$ cat src/rtl/mbc_bus_pkg.sv
// Shared types and constants for the cartridge bus front-end
// feeding the MBC5 mapper.
package mbc_bus_pkg;

  typedef enum logic [1:0] {
    IDLE,
    WR_LOW,
    WR_ARMED,
    COMMIT
  } wr_state_e;

  localparam int DATA_BITS_DEF = 8;

  localparam logic [3:0] ROM_LAST = 4'h7;
  localparam logic [3:0] RAM_LO   = 4'hA;
  localparam logic [3:0] RAM_HI   = 4'hB;

  function automatic logic is_rom_nib(
    input logic [3:0] a
  );
    return a <= ROM_LAST;
  endfunction

  function automatic logic is_ram_nib(
    input logic [3:0] a
  );
    return (a == RAM_LO) || (a == RAM_HI);
  endfunction

endpackage

$ cat src/rtl/gb_sync_ff.sv
// N-stage synchroniser for an asynchronous bus strobe,
// preset to a known level in reset.
module gb_sync_ff #(
  parameter int   N      = 2,
  parameter logic PRESET = 1'b1
) (
  input  logic clock,
  input  logic reset,
  input  logic i_d,
  output logic o_q
);

  logic [N-1:0] r_sync;

  always_ff @(posedge clock) begin
    if (!reset) r_sync <= {N{PRESET}};
    else        r_sync <= {r_sync[N-2:0], i_d};
  end

  assign o_q = r_sync[N-1];

endmodule

$ cat src/rtl/gb_bus_write_sync.sv
// Cartridge bus write synchroniser: filters WR glitches and
// emits one clean write event per accepted bus write.
module gb_bus_write_sync
  import mbc_bus_pkg::*;
#(
  parameter int SYNC_STAGES   = 2,
  parameter int FILTER_CYCLES = 2,
  parameter int DATA_BITS     = DATA_BITS_DEF
) (
  input  logic                 clock,
  input  logic                 reset,
  input  logic [3:0]           bus_a,
  input  logic [DATA_BITS-1:0] bus_d,
  input  logic                 bus_wr_n,
  input  logic                 bus_rd_n,
  output logic                 wr_strobe,
  output logic [3:0]           wr_addr,
  output logic [DATA_BITS-1:0] wr_data,
  output logic                 rd_active,
  output logic [7:0]           glitch_count,
  output logic                 conflict
);

  localparam logic [2:0] FILT = 3'(FILTER_CYCLES);

  logic                 w_wr_s;
  logic                 w_rd_s;
  logic [3:0]           r_a_cap;
  logic [DATA_BITS-1:0] r_d_cap;
  logic [3:0]           r_hold_a;
  logic [DATA_BITS-1:0] r_hold_d;
  wr_state_e            r_state;
  wr_state_e            w_next;
  logic [2:0]           r_cnt;
  logic [2:0]           w_cnt_next;
  logic [2:0]           w_cnt_inc;
  logic                 w_load;
  logic                 w_glitch;
  logic                 r_wr_strobe;
  logic [3:0]           r_wr_addr;
  logic [DATA_BITS-1:0] r_wr_data;
  logic                 r_rd_active;
  logic [7:0]           r_glitch;
  logic                 r_conflict;

  gb_sync_ff #(.N(SYNC_STAGES), .PRESET(1'b1)) u_wr_sync (
    .clock (clock),
    .reset (reset),
    .i_d   (bus_wr_n),
    .o_q   (w_wr_s)
  );

  gb_sync_ff #(.N(SYNC_STAGES), .PRESET(1'b1)) u_rd_sync (
    .clock (clock),
    .reset (reset),
    .i_d   (bus_rd_n),
    .o_q   (w_rd_s)
  );

  assign w_cnt_inc = r_cnt + 3'd1;

  always_comb begin
    w_next     = r_state;
    w_cnt_next = r_cnt;
    w_load     = 1'b0;
    w_glitch   = 1'b0;
    unique case (r_state)
      IDLE: begin
        if (!w_wr_s) begin
          w_load     = 1'b1;
          w_cnt_next = 3'd1;
          w_next     = (FILT <= 3'd1) ? WR_ARMED : WR_LOW;
        end
      end
      WR_LOW: begin
        if (!w_wr_s) begin
          w_load     = 1'b1;
          w_cnt_next = w_cnt_inc;
          if (w_cnt_inc >= FILT) w_next = WR_ARMED;
        end else begin
          w_glitch = 1'b1;
          w_next   = IDLE;
        end
      end
      WR_ARMED: begin
        // keep reloading so the final low sample wins
        if (!w_wr_s) w_load = 1'b1;
        else         w_next = COMMIT;
      end
      COMMIT:  w_next = IDLE;
      default: w_next = IDLE;
    endcase
  end

  always_ff @(posedge clock) begin
    if (!reset) begin
      r_state     <= IDLE;
      r_cnt       <= 3'd0;
      r_a_cap     <= 4'd0;
      r_d_cap     <= '0;
      r_hold_a    <= 4'd0;
      r_hold_d    <= '0;
      r_wr_strobe <= 1'b0;
      r_wr_addr   <= 4'd0;
      r_wr_data   <= '0;
      r_rd_active <= 1'b0;
      r_glitch    <= 8'd0;
      r_conflict  <= 1'b0;
    end else begin
      r_state     <= w_next;
      r_cnt       <= w_cnt_next;
      r_a_cap     <= bus_a;
      r_d_cap     <= bus_d;
      if (w_load) begin
        r_hold_a <= r_a_cap;
        r_hold_d <= r_d_cap;
      end
      r_wr_strobe <= (r_state == COMMIT);
      if (r_state == COMMIT) begin
        r_wr_addr <= r_hold_a;
        r_wr_data <= r_hold_d;
      end
      r_rd_active <= !w_rd_s && (r_state == IDLE);
      if (w_glitch && (r_glitch != 8'hFF))
        r_glitch <= r_glitch + 8'd1;
      if (!w_rd_s && !w_wr_s) r_conflict <= 1'b1;
    end
  end

  assign wr_strobe    = r_wr_strobe;
  assign wr_addr      = r_wr_addr;
  assign wr_data      = r_wr_data;
  assign rd_active    = r_rd_active;
  assign glitch_count = r_glitch;
  assign conflict     = r_conflict;

endmodule

$ cat config.mk
export PLATFORM = sky130hd
export DESIGN_NAME = gb_bus_write_sync
export DESIGN_NICKNAME = d
export VERILOG_FILES = /design/src/rtl/mbc_bus_pkg.sv /design/src/rtl/gb_sync_ff.sv /design/src/rtl/gb_bus_write_sync.sv
export SDC_FILE = /design/constraint.sdc
export NUM_CORES = 1
export LEC_CHECK = 0
export CAP_MARGIN = 20
export CORE_MARGIN = 3
export CORE_UTILIZATION = 57
export CTS_BUF_LIST = sky130_fd_sc_hd__clkbuf_4 sky130_fd_sc_hd__clkbuf_8
export CTS_CLUSTER_SIZE = 25
export DETAILED_ROUTE_END_ITERATION = 12
export GPL_TIMING_DRIVEN = 0
export MAX_ROUTING_LAYER = met4
export PLACE_DENSITY = 0.92
export SYNTH_ARGS = -nofsm -noshare
export SYNTH_HDL_FRONTEND = slang
export SYNTH_HIERARCHICAL = 1
export SYNTH_SLANG_ARGS = --single-unit
$ cat constraint.sdc
create_clock -name clock -period 4.5 [get_ports clock]
set_input_delay 0.9 -clock clock [delete_from_list [all_inputs] [get_ports clock]]
set_output_delay 0.9 -clock clock [all_outputs]
set_load 0.03 [all_outputs]
==> key figures <==
Run status
  • Status: complete, no violations

STA
  • Final Max Tran Viols: 0
  • Period minus WS final: around 2.5 ns
  • Final setup violation count: 0
  • Slew margin rel.: 66.3%
  • Max Clock Skew: between 0.015 and 0.02 ns
  • Fmax: 401 MHz
  • Hold Slack: 0.432 ns
  • RSZ-0062 raised after global routing: false
  • Hold Fails Final Rpt: 0
  • Final period utilization: 55.5%
  • Measured slew at the worst slew-check pin: 0.506 ns
  • Setup tns final: 0 ns

Layout
  • Fill count: 203
  • Share of layout cells above drive strength 1: between 5 and 6%
  • Fin cells: 311
  • Area Growth Syn to Fin: 26.4%
  • Fin nets: 285
  • Area of the multi-input gates: around 820 sq um
  • Util after Layout: 79.2%
  • # diodes: 0
  • FF+latch area: 1120 sq um

Setup path
  • Crit path max-delay family: buffers and inverters
  • Critical Path RT: 3.60 ns
  • CP arrival: around 1.6 ns
  • Crit-path max cell delay: 0.72 ns
  • Reg2reg start: glitch_count[0]$_SDFFE_PN0P_
  • Setup crit start kind: flop
  • Crit. Startpoint: glitch_count[3]$_SDFFE_PN0P_
  • CP Class: reg -> out
  • Worst Path Buf+Inv: 1
  • Crit-path cells: clkdlybuf4s50_1
  • Crit-path max FO: 7
  • Slowest-stage cell, CP: clkdlybuf4s50_1
  • Crit end category: output port

Synthesis
  • Mapped cell area: 1990 sq um
  • Synth cell types: 32
  • Syn Area/Cell: 9.01 sq um
  • Yosys warns: 6
  • Mapped Cells: around 220
  • Yosys reg bits: 56
  • Sequential share of the synthesized area: 56.3%
  • Syn Nets: 240

Clock tree
  • Resized cells post-CTS: 0
  • Sink Count: 56
  • Clk buf depth: 2
  • Worst-skew pair later-pin latency: just under 0.4 ns
  • CTS tree: done
  • Reg clk slew, reported paths: between 0.15 and 0.2 ns
  • Root Buffer: clkbuf_4
  • Setup bufs post-CTS: 0
  • Htree depth: 2
  • Hold buffers post-CTS: 0
  • CTS Buf Count: 5

Global route
  • Largest net degree at the start of global routing: 18
  • Number of global-route vias before repair: about 1500
  • First-pass GRT wire length: 6.51 mm
  • GR Util All Layers: 20.8%
  • Antenna violations before repair: 0
  • Total global routing overflow: 0

Floorplanning
  • Width of the die: ~65 um
  • Core area: 3180 sq um
  • DIE HEIGHT: 65.1 um
  • Starting density of the core: 62.6%
  • Io pins: 39
  • Die Area: between 4000 and 5000 sq um
  • FP Rows: 20

Placement
  • Port Buffers: 38
  • Placed cell count: 303
  • DPL Wire Length: 2.73 mm
  • Placer's final routability congestion estimate: 0.788

Power
  • P per Cell Area: 336 nW/um^2
  • Leak Pwr: 0.890 nW
  • IR Drop Worst-Case VDD: 0.232 mV

Drt
  • Via Count: ~1600
  • Residual DRC: 0
  • Starting DRT DRC Count: 100
  • Total Wirelength: 3.84 mm
  • WL/cell: 12.4 um
  • TritonRoute pass-1 iters: 4
  • Final antenna-violating net count: 0
  • Via-per-instance ratio: around 5.1

Min path
  • Hold crit path type: reg -> reg
  • Hold Startpoint: u_rd_sync/r_sync[0]$_SDFF_PN1_

Job
  • Max Cap Violations: 0
[layout by cell type (no fill, tap or decap), types with 5 or more instances in the layout]
cell type	synthesis	layout
nor2_1	14	14
a21oi_1	30	30
clkbuf_1	8	8
nand2b_1	9	9
clkbuf_4	0	5
nand2_1	53	53
and2_1	13	13
clkdlybuf4s50_1	0	38
dfxtp_1	56	56
[synth_stat cells (all sizes together)]
cell type	number	share of area [%]
o21ai	4	1.6
nand3	4	1.3
nor2	14	2.6
xor2	3	1.3
nand3b	1	0.38
nand4	2	0.94
or3	1	0.31
or2	1	0.31
and3b	1	0.50
nand2b	9	2.8
buf	2	0.75
o31ai	2	0.75
mux2i	2	1.0
nand4b	1	0.44
dfxtp	56	56
nand2	53	10
and3	1	0.31
a22oi	1	0.38
inv	2	0.38
and2	13	4.1
ha	3	1.9
or4	2	0.75
nor3b	1	0.38
o211ai	2	0.75
clkbuf	8	1.5
nor4	1	0.31
o21a	1	0.38
a21oi	30	7.5
[state kept, by name (all words and copies together) (netlist names), 2 cells and up, named ones only]
| signal | cells |
|---|---|
| wr_addr | 4 |
| r_hold_a | 4 |
| r_d_cap | 8 |
| glitch_count | 8 |
| r_hold_d | 8 |
| r_a_cap | 4 |
| u_rd_sync/r_sync | 2 |
| r_cnt | 3 |
| wr_data | 8 |
| u_wr_sync/r_sync | 2 |
[layout make-up]
class / count / share of cell area [%]
sequential: 56 / 44.6
clock buffer: 6 / 2.04
inverter: 2 / 0.298
multi-input combinational: 153 / 32.5
buffer: 10 / 1.79
timing repair buffer: 38 / 15.1
tap: 44 / 2.19
clock inverter: 2 / 1.54
[where the power goes]
group | internal, W | switching (W)
sequential | 0.000508 | 0.00000547
clock | 0.000133 | 0.000152
combinational | 0.0000242 | 0.0000227
[per-stage QoR]
stage / setup slack (ns) / cell area (sq um) / total power (W)
2_1_floorplan: 2.80 / 1990 / 0.000548
3_3_place_gp: 1.88 / 2430 / 0.000569
3_5_place_dp: 1.87 / 2430 / 0.000571
4_1_cts: 2.01 / 2520 / 0.000850
5_1_grt: 1.95 / 2520 / 0.000875
6_report: 2.00 / 2520 / 0.000846
[path summary, 6_finish.rpt]
check / slack [ns] / cells past startpoint / endpoint
worst min register to register: 0.43 / 1 / u_rd_sync/r_sync[1]$_SDFF_PN1_
worst max-delay path: 2.00 / 1 / glitch_count[3]
worst min-delay path: 0.43 / 1 / u_rd_sync/r_sync[1]$_SDFF_PN1_
worst max register to register: 2.90 / 5 / glitch_count[7]$_SDFFE_PN0P_
[per-layer routing]
| metal | track usage (%) | vias to the layer above | share of wire [%] |
|---|---|---|---|
| met1 | 22.5 | 719 | 46 |
| met2 | 36.3 | 36 | 48 |
| met4 | 9.33 | 0 | 1.7 |
| met5 | - | - | 0 |
| met3 | 4.79 | 7 | 4.0 |
| li1 | - | 822 | - |
[cell families after synthesis]
group | after synthesis | synth area share (%)
DFF | 56 | 56.3
buffers and inverters | 12 | 2.64
xor gates and xnor gates | 3 | 1.32
adders and majority gates | 3 | 1.89
AOI/OAI and AO/OA | 40 | 11.4
and+or+nand+nor | 105 | 25.5
muxes | 2 | 1.01
No activity file was read; power rests on OpenSTA's default activity.
